==> config.mk <==
export PLATFORM = sky130hd
export DESIGN_NAME = mem_stage_lsu
export DESIGN_NICKNAME = d
export VERILOG_FILES = /design/src/rtl/mem_stage_lsu.sv
export SDC_FILE = /design/constraint.sdc
export NUM_CORES = 1
export LEC_CHECK = 0
export BUFFER_PORTS_ARGS = -buffer_cell sky130_fd_sc_hd__buf_2
export CAP_MARGIN = 20
export CORE_ASPECT_RATIO = 1.1
export CORE_UTILIZATION = 30
export CTS_CLUSTER_SIZE = 30
export DETAILED_ROUTE_END_ITERATION = 6
export MAX_ROUTING_LAYER = met4
export PLACE_DENSITY = 0.58
export REMOVE_ABC_BUFFERS = 1
export SYNTH_ARGS = -nofsm -noshare
export SYNTH_HDL_FRONTEND = slang
export SYNTH_SLANG_ARGS = --single-unit
==> constraint.sdc <==
create_clock -name clk -period 2.8 [get_ports clk]
set_input_delay 0.14 -clock clk [delete_from_list [all_inputs] [get_ports clk]]
set_output_delay 0.14 -clock clk [all_outputs]
set_load 0.02 [all_outputs]
==> src/rtl/mem_stage_lsu.sv <==
// Memory-stage load/store unit: drives a req/gnt/rvalid data bus, stalls the pipeline, formats loads.
// Optional macro MISALIGN_TRAP_EN: adds misalign_o and suppresses misaligned accesses instead of issuing them.
module mem_stage_lsu #(
  parameter int unsigned MAX_WAIT = 255
) (
  input  logic        clk,
  input  logic        rst,
  input  logic        mem_valid,
  input  logic        is_load,
  input  logic        is_store,
  input  logic [2:0]  funct3,
  input  logic [31:0] addr,
  input  logic [31:0] wdata,
  output logic        stall_o,
  output logic [31:0] rdata_o,
  output logic        bus_err_o,
`ifdef MISALIGN_TRAP_EN
  output logic        misalign_o,
`endif
  output logic        bus_req,
  output logic        bus_we,
  output logic [31:0] bus_addr,
  output logic [3:0]  bus_be,
  output logic [31:0] bus_wdata,
  input  logic        bus_gnt,
  input  logic        bus_rvalid,
  input  logic [31:0] bus_rdata
);

  typedef enum logic [1:0] {IDLE, WAIT_GNT, WAIT_RESP, DONE} state_e;

  state_e      state_q, state_d;
  logic [15:0] cnt_q, cnt_d;
  logic        we_q, we_d;
  logic [29:0] waddr_q, waddr_d;
  logic [3:0]  be_q, be_d;
  logic [31:0] wdata_q, wdata_d;
  logic [2:0]  funct3_q, funct3_d;
  logic [1:0]  off_q, off_d;
  logic [31:0] rdata_q, rdata_d;
  logic        err_q, err_d;

  logic        memop, start, timeout;
  logic [15:0] cnt_inc;
  logic [3:0]  req_be;
  logic [31:0] req_wdata, load_fmt;
  logic [7:0]  load_byte;
  logic [15:0] load_half;

  assign memop = mem_valid & (is_load | is_store) & ~rst;

`ifdef MISALIGN_TRAP_EN
  logic misalign_hit;
  // Halves need addr[0] clear; words (funct3[1] set) need addr[1:0] clear.
  assign misalign_hit = ((funct3[1:0] == 2'b01) && addr[0]) || (funct3[1] && (addr[1:0] != 2'b00));
  assign misalign_o   = (state_q == IDLE) && memop && misalign_hit;
  assign start        = memop & ~misalign_hit;
`else
  assign start = memop;
`endif

  assign cnt_inc = cnt_q + 16'd1;
  assign timeout = (cnt_inc == 16'(MAX_WAIT));

  // Lane alignment of the request taken straight from the M-stage inputs.
  always_comb begin
    // NOTE: every always_comb output gets a default first so no path can infer a latch.
    req_be    = 4'b1111;
    req_wdata = wdata;
    case (funct3[1:0])
      2'b00: begin
        req_be    = 4'b0001 << addr[1:0];
        req_wdata = {4{wdata[7:0]}};
      end
      2'b01: begin
        req_be    = addr[1] ? 4'b1100 : 4'b0011;
        req_wdata = {2{wdata[15:0]}};
      end
      default: ;
    endcase
  end

  assign load_byte = bus_rdata[{off_q, 3'b000} +: 8];
  assign load_half = off_q[1] ? bus_rdata[31:16] : bus_rdata[15:0];

  always_comb begin
    case (funct3_q)
      3'b000:  load_fmt = {{24{load_byte[7]}}, load_byte};
      3'b100:  load_fmt = {24'd0, load_byte};
      3'b001:  load_fmt = {{16{load_half[15]}}, load_half};
      3'b101:  load_fmt = {16'd0, load_half};
      default: load_fmt = bus_rdata;
    endcase
  end

  always_comb begin
    state_d   = state_q;
    cnt_d     = cnt_q;
    we_d      = we_q;
    waddr_d   = waddr_q;
    be_d      = be_q;
    wdata_d   = wdata_q;
    funct3_d  = funct3_q;
    off_d     = off_q;
    rdata_d   = rdata_q;
    err_d     = 1'b0;
    bus_req   = 1'b0;
    stall_o   = 1'b0;
    bus_we    = we_q;
    bus_addr  = {waddr_q, 2'b00};
    bus_be    = be_q;
    bus_wdata = wdata_q;

    case (state_q)
      IDLE: begin
        bus_we    = is_store;
        bus_addr  = {addr[31:2], 2'b00};
        bus_be    = req_be;
        bus_wdata = req_wdata;
        if (start) begin
          bus_req  = 1'b1;
          stall_o  = 1'b1;
          we_d     = is_store;
          waddr_d  = addr[31:2];
          be_d     = req_be;
          wdata_d  = req_wdata;
          funct3_d = funct3;
          off_d    = addr[1:0];
          cnt_d    = 16'd0;
          state_d  = bus_gnt ? WAIT_RESP : WAIT_GNT;
        end
      end
      WAIT_GNT: begin
        bus_req = 1'b1;
        stall_o = 1'b1;
        cnt_d   = cnt_inc;
        if (timeout) begin
          state_d = DONE;
          rdata_d = 32'd0;
          err_d   = 1'b1;
        end else if (bus_gnt) begin
          state_d = WAIT_RESP;
        end
      end
      WAIT_RESP: begin
        stall_o = 1'b1;
        cnt_d   = cnt_inc;
        // A response arriving in the last budgeted cycle still wins over the abort.
        if (bus_rvalid) begin
          state_d = DONE;
          if (!we_q) rdata_d = load_fmt;
        end else if (timeout) begin
          state_d = DONE;
          rdata_d = 32'd0;
          err_d   = 1'b1;
        end
      end
      default: state_d = IDLE;
    endcase

    // Reset silences the bus and releases the pipeline even mid-access.
    if (rst) begin
      bus_req = 1'b0;
      stall_o = 1'b0;
    end
  end

  // NOTE: reset here is synchronous (sampled on clk) to match the surrounding pipeline.
  always_ff @(posedge clk) begin
    if (rst) begin
      // NOTE: sequential state uses non-blocking assignments so every flop samples pre-edge values.
      state_q  <= IDLE;
      cnt_q    <= 16'd0;
      we_q     <= 1'b0;
      waddr_q  <= 30'd0;
      be_q     <= 4'd0;
      wdata_q  <= 32'd0;
      funct3_q <= 3'd0;
      off_q    <= 2'd0;
      rdata_q  <= 32'd0;
      err_q    <= 1'b0;
    end else begin
      state_q  <= state_d;
      cnt_q    <= cnt_d;
      we_q     <= we_d;
      waddr_q  <= waddr_d;
      be_q     <= be_d;
      wdata_q  <= wdata_d;
      funct3_q <= funct3_d;
      off_q    <= off_d;
      rdata_q  <= rdata_d;
      err_q    <= err_d;
    end
  end

  assign rdata_o   = rdata_q;
  assign bus_err_o = err_q;

endmodule

==> impl_results.html, run 1 <==
<table>
<tr><th>Metric</th><th>Value</th></tr>
<tr><th colspan="2">Floorplan</th></tr>
<tr><td>Core box area</td><td>between 0.02 and 0.025 mm²</td></tr>
<tr><td>Number of standard-cell rows in the floorplan</td><td>slightly below 60</td></tr>
<tr><td>Die Area</td><td>approximately 0.025 mm²</td></tr>
<tr><td>Starting Density</td><td>30.9%</td></tr>
<tr><td>Die outline width</td><td>152 µm</td></tr>
<tr><td>Height of the chip</td><td>approximately 170 µm</td></tr>
<tr><td>I/O Pins</td><td>210</td></tr>
<tr><th colspan="2">Setup path</th></tr>
<tr><td>Crit path buf inv count</td><td>0</td></tr>
<tr><td>Depth of the worst register-to-register path</td><td>6</td></tr>
<tr><td>Slowest Stage Delay on Critical Path</td><td>about 640 ps</td></tr>
<tr><td>Flop-to-flop setup slack</td><td>200 ps</td></tr>
<tr><td>CP Data Required Time</td><td>about 3000 ps</td></tr>
<tr><td>Largest delay contributor family on the critical path</td><td>simple AND/OR/NAND/NOR gates</td></tr>
<tr><td>List of cells traversed by the critical path</td><td>and4_1, nand4_1, a211oi_2, o211ai_4, nor2_4, o221ai_1</td></tr>
<tr><td>R2R Path End</td><td>rdata_o[0]</td></tr>
<tr><td>Type of the worst setup path</td><td>register to register</td></tr>
<tr><td>FF-to-FF Start</td><td>cnt_q[3]</td></tr>
<tr><td>CP max-delay cell</td><td>sky130_fd_sc_hd__nor2_4</td></tr>
<tr><td>Arrival time at the worst endpoint</td><td>approximately 2900 ps</td></tr>
<tr><td>Peak fanout along the critical path</td><td>24</td></tr>
<tr><td>Category of the worst setup path capture point</td><td>register</td></tr>
<tr><td>Critical path launch point type</td><td>register</td></tr>
<tr><th colspan="2">Pwr</th></tr>
<tr><td>Share of power burned in the clock network</td><td>29.1%</td></tr>
<tr><td>Max rail drop VDD</td><td>about 0.50 mV</td></tr>
<tr><td>Final Total Pwr</td><td>approximately 8.0 mW</td></tr>
<tr><td>Leakage dissipation</td><td>about 4.0 nW</td></tr>
<tr><td>Fraction of power spent switching nets</td><td>between 40% and 50%</td></tr>
<tr><td>Total power divided by cell area</td><td>between 800 and 900 mW/mm²</td></tr>
<tr><td>Combinational cell fraction of total power</td><td>43.3%</td></tr>
<tr><td>Share of total power in sequential cells</td><td>27.6%</td></tr>
<tr><td>Design internal power</td><td>4.73 mW</td></tr>
<tr><td>Net load switching power</td><td>3.23 mW</td></tr>
<tr><th colspan="2">Placement</th></tr>
<tr><td>Final RePlAce weighted congestion</td><td>approximately 0.85</td></tr>
<tr><td>HPWL reported at the end of detailed placement</td><td>approximately 16000 µm</td></tr>
<tr><td>Number of buffers added on ports</td><td>207</td></tr>
<tr><th colspan="2">Route</th></tr>
<tr><td>Wire length per cell after detailed routing</td><td>about 16 µm</td></tr>
<tr><td>Number of vias after detailed routing</td><td>around 7.8k</td></tr>
<tr><td>Number of remaining DRC errors</td><td>0</td></tr>
<tr><td>Total wirelength of the detailed-routed design</td><td>around 24000 µm</td></tr>
<tr><td>First drt pass iteration count</td><td>5</td></tr>
<tr><td>DRT iter0 DRCs</td><td>just under 400</td></tr>
<tr><td>Per-cell via count in the routed design</td><td>slightly above 5</td></tr>
<tr><td>Count of antenna-violating nets left after detailed routing</td><td>0</td></tr>
<tr><th colspan="2">Clocking</th></tr>
<tr><td>Worst-case clock buffer depth</td><td>2</td></tr>
<tr><td>Clock input transition at the sequential cells of the worst setup and hold paths</td><td>roughly 70 ps</td></tr>
<tr><td>Postcts setup bufs</td><td>0</td></tr>
<tr><td>Buffer type at the clock tree root</td><td>sky130_fd_sc_hd__clkbuf_16</td></tr>
<tr><td>Number of H-tree branching levels</td><td>4</td></tr>
<tr><td>Worst skew pair latency</td><td>around 420 ps</td></tr>
<tr><td>Clock tree from TritonCTS</td><td>done</td></tr>
<tr><td>Clk sinks</td><td>123</td></tr>
<tr><td>Number of buffers created by CTS</td><td>17</td></tr>
<tr><th colspan="2">Global route</th></tr>
<tr><td>Vias in the first global route</td><td>7265</td></tr>
<tr><td>Maximum number of pins on one net before global-route repair</td><td>about 110</td></tr>
<tr><td>Number of antenna violations at the first check in global routing</td><td>0</td></tr>
<tr><td>Residual overflow from global routing</td><td>0</td></tr>
<tr><td>GRT Resource Usage Total</td><td>about a fifth</td></tr>
<tr><td>First-pass GRT wire length</td><td>37600 µm</td></tr>
<tr><th colspan="2">Synthesis</th></tr>
<tr><td>Average cell area after synthesis</td><td>about 7.6 µm²</td></tr>
<tr><td>Count of distinct cell types in the synthesized netlist</td><td>59</td></tr>
<tr><td>Top post-synthesis cells by area</td><td>sky130_fd_sc_hd__dfxtp_1 (33%), sky130_fd_sc_hd__nand2_1 (10%), sky130_fd_sc_hd__o21ai_0 (7.5%)</td></tr>
<tr><td>Cell with the most instances after synthesis</td><td>sky130_fd_sc_hd__nand2_1</td></tr>
<tr><td>Cell type with the largest total area after synthesis</td><td>sky130_fd_sc_hd__dfxtp_1</td></tr>
<tr><td>Commonest cells in the synthesized netlist</td><td>sky130_fd_sc_hd__nand2_1 (197), sky130_fd_sc_hd__dfxtp_1 (123), sky130_fd_sc_hd__o21ai_0 (110), sky130_fd_sc_hd__nor2_1 (82), sky130_fd_sc_hd__clkbuf_1 (71)</td></tr>
<tr><td>YS warnings</td><td>0</td></tr>
<tr><td>Share of flip-flops with an asynchronous set or reset</td><td>0%</td></tr>
<tr><td>Yosys reg bits</td><td>about 120</td></tr>
<tr><td>Portion of the post-synthesis area used by sequential elements</td><td>between 30% and 40%</td></tr>
<tr><td>Post-synthesis cell area</td><td>0.00739 mm²</td></tr>
<tr><td>Synthesized instance count</td><td>977</td></tr>
<tr><td>Number of enable flip-flop cells after synthesis</td><td>0</td></tr>
<tr><td>Most used DFF post-synth</td><td>sky130_fd_sc_hd__dfxtp_1</td></tr>
<tr><td>Area share of the largest cell type after synthesis</td><td>between 30% and 40%</td></tr>
<tr><th colspan="2">Timing</th></tr>
<tr><td>Ratio of final minimum period to clock period</td><td>between 90% and 100%</td></tr>
<tr><td>Max-slew violation total from the final report</td><td>0</td></tr>
<tr><td>Final Setup Violations</td><td>0</td></tr>
<tr><td>Highest clock frequency the design can meet</td><td>385 MHz</td></tr>
<tr><td>Worst hold-check slack</td><td>a little over 20 ps</td></tr>
<tr><td>Measured slew at the worst slew-check pin</td><td>just over 1000 ps</td></tr>
<tr><td>Clock skew</td><td>approximately 11 ps</td></tr>
<tr><td>Max transition margin</td><td>between 30% and 40%</td></tr>
<tr><td>Number of failing hold endpoints at the final stage</td><td>0</td></tr>
<tr><td>Tmin final</td><td>between 2000 and 3000 ps</td></tr>
<tr><td>Setup repair after global routing missed its margin</td><td>yes</td></tr>
<tr><th colspan="2">Worst hold path</th></tr>
<tr><td>Hold EP</td><td>wdata_q[2]</td></tr>
<tr><td>Cell count of the worst hold path</td><td>3</td></tr>
<tr><td>Classification of the worst-slack hold path</td><td>input pin to register</td></tr>
<tr><td>Startpoint of the worst hold path</td><td>wdata[2]</td></tr>
<tr><th colspan="2">Finish</th></tr>
<tr><td>Fraction of final layout cells with drive strength greater than 1</td><td>around 29%</td></tr>
<tr><td>Antenna cell count</td><td>0</td></tr>
<tr><td># fillers</td><td>between 2k and 2.5k</td></tr>
<tr><td>Area used by multi-input combinational logic</td><td>approximately 0.0045 mm²</td></tr>
<tr><td>Area growth from synthesis to layout</td><td>31.1%</td></tr>
<tr><td>Post-layout net count</td><td>roughly 1.3k</td></tr>
<tr><td>Register cell area after layout</td><td>about 0.0025 mm²</td></tr>
<tr><th colspan="2">Status</th></tr>
<tr><td>Status</td><td>complete, no violations</td></tr>
<tr><th colspan="2">Flow run</th></tr>
<tr><td>Number of max-capacitance violations reported</td><td>0</td></tr>
</table>
## cell usage in the layout, fill, tap and decap left out, types with 4 or more instances in the layout
master / Yosys / final
sky130_fd_sc_hd__o211ai_2: 8 / 8
sky130_fd_sc_hd__dlygate4sd3_1: 0 / 40
sky130_fd_sc_hd__a211oi_1: 12 / 12
sky130_fd_sc_hd__clkinv_4: 0 / 4
sky130_fd_sc_hd__o211ai_1: 17 / 17
sky130_fd_sc_hd__clkinvlp_4: 0 / 4
sky130_fd_sc_hd__a221o_1: 8 / 8
sky130_fd_sc_hd__clkbuf_16: 0 / 17
sky130_fd_sc_hd__o221ai_1: 11 / 11
sky130_fd_sc_hd__nand3b_1: 24 / 24
sky130_fd_sc_hd__nor2_1: 82 / 82
sky130_fd_sc_hd__ha_1: 6 / 4
sky130_fd_sc_hd__nor3_1: 15 / 14
sky130_fd_sc_hd__inv_1: 18 / 17
sky130_fd_sc_hd__buf_4: 3 / 24
sky130_fd_sc_hd__o21ai_0: 110 / 110
sky130_fd_sc_hd__a31oi_1: 8 / 8
sky130_fd_sc_hd__nand2b_1: 6 / 6
sky130_fd_sc_hd__nand2_1: 197 / 197
sky130_fd_sc_hd__mux2i_1: 25 / 25
sky130_fd_sc_hd__a311oi_1: 9 / 9
sky130_fd_sc_hd__o221ai_2: 4 / 4
sky130_fd_sc_hd__nor3b_1: 11 / 10
sky130_fd_sc_hd__mux2_2: 47 / 47
sky130_fd_sc_hd__dfxtp_1: 123 / 123
sky130_fd_sc_hd__a21oi_1: 43 / 43
sky130_fd_sc_hd__nand3_1: 32 / 32
sky130_fd_sc_hd__a21o_1: 5 / 5
sky130_fd_sc_hd__buf_2: 8 / 207
sky130_fd_sc_hd__nand4_1: 21 / 21
## through the flow
stage                     cell area (µm²)  worst slack (ps)  util, %  TNS [ps]  instances
after floorplan                      6990             -6950        -   -508110        887
after global placement               8680               242     36.3         0       1426
after detailed placement             8680               202     36.3         0       1426
after CTS                            9680              28.9     40.5         0       1497
after global routing                 9680             -8.92     40.5     -8.92       1497
final                                9680               205     40.5         0       1497
## power by group through the flow
stage	clock network, mW	logic, mW	registers, mW
6_report	2.32	3.44	2.20
5_1_grt	2.44	3.75	2.23
4_1_cts	2.37	3.46	2.19
3_5_place_dp	0	3.41	2.23
3_3_place_gp	0	3.38	2.22
2_1_floorplan	0	2.20	2.27
## area by class of cell
type | count | area share [%]
multi-input cells | 746 | 46.3
flip-flops and latches | 123 | 25.4
repair buffers | 274 | 17.3
clock buffers | 18 | 4.53
well taps | 305 | 3.94
clock inverters | 13 | 1.74
inverters | 18 | 0.711
## worst min-delay path, cell delays in order
cell,delay (ps)
sky130_fd_sc_hd__buf_2,150
sky130_fd_sc_hd__nand2_1,60
sky130_fd_sc_hd__o21ai_0,60
## layer usage
layer | share of wire, % | wire length [µm] | global-route usage [%] | up-vias
li1 | - | - | - | 3863
met1 | 45 | 10800 | 24.0 | 3621
met2 | 47 | 11200 | 31.1 | 256
met3 | 6.5 | 1560 | 4.00 | 22
met4 | 1.6 | 388 | 6.11 | 0
met5 | 0 | 0 | - | -
## state kept, by name, summed over array words and instances (netlist names)
name	cells
cnt_q	16
rdata_o	32
state_q	2
waddr_q	30
be_q	4
bus_err_o	1
we_q	1
off_q	2
funct3_q	3
wdata_q	32
## what timing repair did
item,CTS,global route
hold endpoints to repair,40,0
hold buffers,40,0
resized for setup,0,1
setup endpoints to repair,0,2
## worst max path at each step
stage | startpoint | end | slack [ps] | cells after the start
after floorplan | state_q[0] | cnt_q[7] | -6950 | 8
after global placement | cnt_q[3] | rdata_o[2] | 240 | 6
after detailed placement | cnt_q[3] | rdata_o[2] | 200 | 6
after CTS | state_q[0] | stall_o | 30 | 6
after global routing | cnt_q[0] | rdata_o[3] | -9 | 7
final | cnt_q[3] | rdata_o[0] | 200 | 6
## logic make-up after synthesis
| group | synth area share [%] |
|---|---|
| AO/OA/AOI/OAI | 22.4 |
| XOR/XNOR | 0.474 |
| adder cells (fa/ha/maj) | 1.02 |
| buffers and inverters | 6.33 |
| flip-flops | 33.3 |
| multiplexers | 10.9 |
| other | 0.0508 |
| AND/OR/NAND/NOR | 25.6 |
(Power assumes the default switching activity.)
==> run 2: changes to the inputs <==
--- a/config.mk
+++ b/config.mk
@@ -8,11 +8,11 @@
 export BUFFER_PORTS_ARGS = -buffer_cell sky130_fd_sc_hd__buf_2
 export CAP_MARGIN = 20
 export CORE_ASPECT_RATIO = 1.1
-export CORE_UTILIZATION = 30
+export CORE_UTILIZATION = 50
 export CTS_CLUSTER_SIZE = 30
 export DETAILED_ROUTE_END_ITERATION = 6
 export MAX_ROUTING_LAYER = met4
-export PLACE_DENSITY = 0.58
+export PLACE_DENSITY = 0.84
 export REMOVE_ABC_BUFFERS = 1
 export SYNTH_ARGS = -nofsm -noshare
 export SYNTH_HDL_FRONTEND = slang
==> run 2 against run 1 <==
  * Cell count decreased by 7.6%
  * Fmax decreased by 2.8%
  * Critical path depth decreased by 1
==> impl_results.html, run 2 (synthesis gave the netlist of run 1 again) <==
<table>
<tr><th>Metric</th><th>Value</th></tr>
<tr><th colspan="2">Pwr</th></tr>
<tr><td>Total power divided by cell area</td><td>853 mW/mm² (was 822 mW/mm²)</td></tr>
<tr><td>Leakage dissipation</td><td>4.03 nW (was 4.00 nW)</td></tr>
<tr><td>Final Total Pwr</td><td>8.17 mW (was 7.96 mW)</td></tr>
<tr><td>Max rail drop VDD</td><td>0.543 mV (was 0.502 mV)</td></tr>
<tr><th colspan="2">Timing</th></tr>
<tr><td>Ratio of final minimum period to clock period</td><td>95.4% (was 92.7%)</td></tr>
<tr><td>Final Setup Violations</td><td>0 (unchanged)</td></tr>
<tr><td>Setup repair after global routing missed its margin</td><td>no (was yes)</td></tr>
<tr><td>Highest clock frequency the design can meet</td><td>374 MHz (was 385 MHz)</td></tr>
<tr><td>Final worst setup slack</td><td>129 ps (was 205 ps)</td></tr>
<tr><td>Setup Total Neg Slack</td><td>0 ps (unchanged)</td></tr>
<tr><td>Worst hold-check slack</td><td>27.4 ps (was 20.8 ps)</td></tr>
<tr><td>Clock skew</td><td>12.3 ps (was 10.9 ps)</td></tr>
<tr><td>Max transition margin</td><td>43.1% (was 30.9%)</td></tr>
<tr><td>Max-slew violation total from the final report</td><td>0 (unchanged)</td></tr>
<tr><td>Measured slew at the worst slew-check pin</td><td>854 ps (was 1030 ps)</td></tr>
<tr><td>Number of failing hold endpoints at the final stage</td><td>0 (unchanged)</td></tr>
<tr><td>Tmin final</td><td>2670 ps (was 2600 ps)</td></tr>
<tr><th colspan="2">Setup path</th></tr>
<tr><td>Peak fanout along the critical path</td><td>76 (was 24)</td></tr>
<tr><td>Category of the worst setup path capture point</td><td>output pin (was register)</td></tr>
<tr><td>Critical path launch point type</td><td>register (unchanged)</td></tr>
<tr><td>Slowest Stage Delay on Critical Path</td><td>710 ps (was 640 ps)</td></tr>
<tr><td>Arrival time at the worst endpoint</td><td>2530 ps (was 2860 ps)</td></tr>
<tr><td>CP max-delay cell</td><td>sky130_fd_sc_hd__buf_4 (was sky130_fd_sc_hd__nor2_4)</td></tr>
<tr><td>FF-to-FF Start</td><td>cnt_q[4] (was cnt_q[3])</td></tr>
<tr><td>Type of the worst setup path</td><td>register to output pin (was register to register)</td></tr>
<tr><td>R2R Path End</td><td>rdata_o[2] (was rdata_o[0])</td></tr>
<tr><td>Depth of the worst register-to-register path</td><td>6 (unchanged)</td></tr>
<tr><td>CP Data Required Time</td><td>2660 ps (was 3070 ps)</td></tr>
<tr><td>Flop-to-flop setup slack</td><td>150 ps (was 200 ps)</td></tr>
<tr><td>List of cells traversed by the critical path</td><td>inv_1, ha_4, buf_4, mux2_2, buf_2 (was and4_1, nand4_1, a211oi_2, o211ai_4, nor2_4, o221ai_1)</td></tr>
<tr><th colspan="2">Finish</th></tr>
<tr><td>Most common cell after layout, fill and taps aside</td><td>sky130_fd_sc_hd__buf_2 (unchanged)</td></tr>
<tr><td>Area growth from synthesis to layout</td><td>29.7% (was 31.1%)</td></tr>
<tr><td>Post-Layout Cell Count</td><td>1383 (was 1497)</td></tr>
<tr><td># fillers</td><td>1152 (was 2498)</td></tr>
<tr><td>Fraction of final layout cells with drive strength greater than 1</td><td>28.5% (was 28.7%)</td></tr>
<tr><td>Post-route standard cell area excluding fillers</td><td>0.00958 mm² (was 0.00968 mm²)</td></tr>
<tr><td>Antenna cell count</td><td>0 (unchanged)</td></tr>
<tr><td>Register cell area after layout</td><td>0.00246 mm² (unchanged)</td></tr>
<tr><td>Post-layout net count</td><td>1290 (was 1292)</td></tr>
<tr><td>Top library cells by usage in the layout, fill and taps aside</td><td>sky130_fd_sc_hd__buf_2 (207), sky130_fd_sc_hd__nand2_1 (197), sky130_fd_sc_hd__dfxtp_1 (123) (unchanged)</td></tr>
<tr><td>Utilization of the core after routing</td><td>66.3% (was 40.5%)</td></tr>
<tr><td>Area used by multi-input combinational logic</td><td>0.00449 mm² (unchanged)</td></tr>
<tr><th colspan="2">Worst hold path</th></tr>
<tr><td>Classification of the worst-slack hold path</td><td>input pin to register (unchanged)</td></tr>
<tr><td>Hold EP</td><td>wdata_q[23] (was wdata_q[2])</td></tr>
<tr><td>Cell count of the worst hold path</td><td>3 (unchanged)</td></tr>
<tr><td>Startpoint of the worst hold path</td><td>wdata[23] (was wdata[2])</td></tr>
<tr><th colspan="2">Clocking</th></tr>
<tr><td>Clk sinks</td><td>123 (unchanged)</td></tr>
<tr><td>Number of buffers created by CTS</td><td>17 (unchanged)</td></tr>
<tr><td>Worst-case clock buffer depth</td><td>2 (unchanged)</td></tr>
<tr><td>Cts repair resizes</td><td>0 (unchanged)</td></tr>
<tr><td>Worst skew pair latency</td><td>430 ps (was 420 ps)</td></tr>
<tr><td>Postcts setup bufs</td><td>0 (unchanged)</td></tr>
<tr><td>Number of H-tree branching levels</td><td>4 (unchanged)</td></tr>
<tr><td>Clock input transition at the sequential cells of the worst setup and hold paths</td><td>60 ps (was 70 ps)</td></tr>
<tr><td>Cts-stage hold buffer count</td><td>41 (was 40)</td></tr>
<tr><td>Buffer type at the clock tree root</td><td>sky130_fd_sc_hd__clkbuf_16 (unchanged)</td></tr>
<tr><td>Clock tree from TritonCTS</td><td>done (unchanged)</td></tr>
<tr><th colspan="2">Route</th></tr>
<tr><td>Metal1 wirelength</td><td>9470 µm (was 10800 µm)</td></tr>
<tr><td>Met2 wirelength from detailed routing</td><td>11000 µm (was 11200 µm)</td></tr>
<tr><td>Wire length per cell after detailed routing</td><td>16.7 µm (was 16.0 µm)</td></tr>
<tr><td>Detailed-routed wire length on met3</td><td>1930 µm (was 1560 µm)</td></tr>
<tr><td>DRT iter0 DRCs</td><td>771 (was 389)</td></tr>
<tr><td>Top routing layer used</td><td>met4 (unchanged)</td></tr>
<tr><td>Total wirelength of the detailed-routed design</td><td>23200 µm (was 24000 µm)</td></tr>
<tr><td>First drt pass iteration count</td><td>5 (unchanged)</td></tr>
<tr><td>Number of vias after detailed routing</td><td>8180 (was 7762)</td></tr>
<tr><td>Per-cell via count in the routed design</td><td>5.91 (was 5.19)</td></tr>
<tr><td>Number of remaining DRC errors</td><td>0 (unchanged)</td></tr>
<tr><td>Count of antenna-violating nets left after detailed routing</td><td>0 (unchanged)</td></tr>
<tr><th colspan="2">Global route</th></tr>
<tr><td>First-pass GRT wire length</td><td>36400 µm (was 37600 µm)</td></tr>
<tr><td>Maximum number of pins on one net before global-route repair</td><td>78 (was 113)</td></tr>
<tr><td>GRT Resource Usage Total</td><td>30.6% (was 19.3%)</td></tr>
<tr><td>Number of antenna violations at the first check in global routing</td><td>0 (unchanged)</td></tr>
<tr><td>Residual overflow from global routing</td><td>0 (unchanged)</td></tr>
<tr><td>Vias in the first global route</td><td>7357 (was 7265)</td></tr>
<tr><th colspan="2">Flow run</th></tr>
<tr><td>Number of max-capacitance violations reported</td><td>0 (unchanged)</td></tr>
<tr><th colspan="2">Floorplan</th></tr>
<tr><td>Core box area</td><td>0.0144 mm² (was 0.0239 mm²)</td></tr>
<tr><td>Die outline width</td><td>118 µm (was 152 µm)</td></tr>
<tr><td>Die Area</td><td>0.0153 mm² (was 0.0253 mm²)</td></tr>
<tr><td>Starting Density</td><td>51.1% (was 30.9%)</td></tr>
<tr><td>Number of standard-cell rows in the floorplan</td><td>46 (was 59)</td></tr>
<tr><td>Height of the chip</td><td>129 µm (was 167 µm)</td></tr>
<tr><td>I/O Pins</td><td>210 (unchanged)</td></tr>
<tr><th colspan="2">Placement</th></tr>
<tr><td>Total instance count after detailed placement</td><td>1310 (was 1426)</td></tr>
<tr><td>HPWL reported at the end of detailed placement</td><td>14500 µm (was 16000 µm)</td></tr>
<tr><td>Number of buffers added on ports</td><td>207 (unchanged)</td></tr>
<tr><td>Final RePlAce weighted congestion</td><td>0.931 (was 0.848)</td></tr>
<tr><td>Worst-case setup slack after placement</td><td>223 ps (was 202 ps)</td></tr>
<tr><td>Placed Instance Area</td><td>0.00850 mm² (was 0.00868 mm²)</td></tr>
<tr><th colspan="2">Status</th></tr>
<tr><td>Status</td><td>complete, no violations (unchanged)</td></tr>
</table>
## run 2: cell types whose count changed in the layout (fill, tap and decap cells not counted), sizes merged
cell / delta
clkbuf: +2
clkinvlp: -4
clkinv: -1
inv: +2
bufinv: +2
buf: -3
dlygate4sd3: +1
## run 2: per-layer routing
| metal | GRT usage (%) | vias up |
|---|---|---|
| met5 | - | - |
| met4 | 15.3 | 0 |
| met3 | 5.77 | 65 |
| met2 | 49.8 | 459 |
| met1 | 36.4 | 3791 |
| li1 | - | 3865 |
## run 2: worst max-delay path: cells and delay by family, from the launching register on
| kind | cells | cell delay, ps |
|---|---|---|
| buf+inv | 3 | 1020 |
| mux | 1 | 440 |
| flops | 1 | 320 |
| fa+ha+maj | 1 | 290 |
## run 2: power by group
part / internal (mW) / switching [mW] / total (mW)
Clock: 1.66 / 0.869 / 2.53
Combinational: 1.27 / 2.16 / 3.43
Sequential: 2.01 / 0.194 / 2.21
## run 2: cell type report
cell class,instances,area share (%)
timing repair buffer,272,17.2
inverter,18,0.718
clock inverter,12,2.17
sequential,123,25.7
clock buffer,20,4.87
multi-input combinational,746,46.8
tap,192,2.51
## run 2: worst max path at each step
| stage | from | end | slack (ps) | depth (start not counted) |
|---|---|---|---|---|
| 4_1_cts | state_q[0] | bus_wdata[4] | 140 | 5 |
| 5_1_grt | state_q[0] | bus_addr[9] | 20 | 5 |
| 6_report | state_q[0] | bus_addr[9] | 130 | 5 |
| 3_3_place_gp | cnt_q[3] | rdata_o[1] | 290 | 6 |
| 3_5_place_dp | cnt_q[3] | rdata_o[3] | 220 | 6 |
| 2_1_floorplan | state_q[0] | cnt_q[7] | -6950 | 8 |
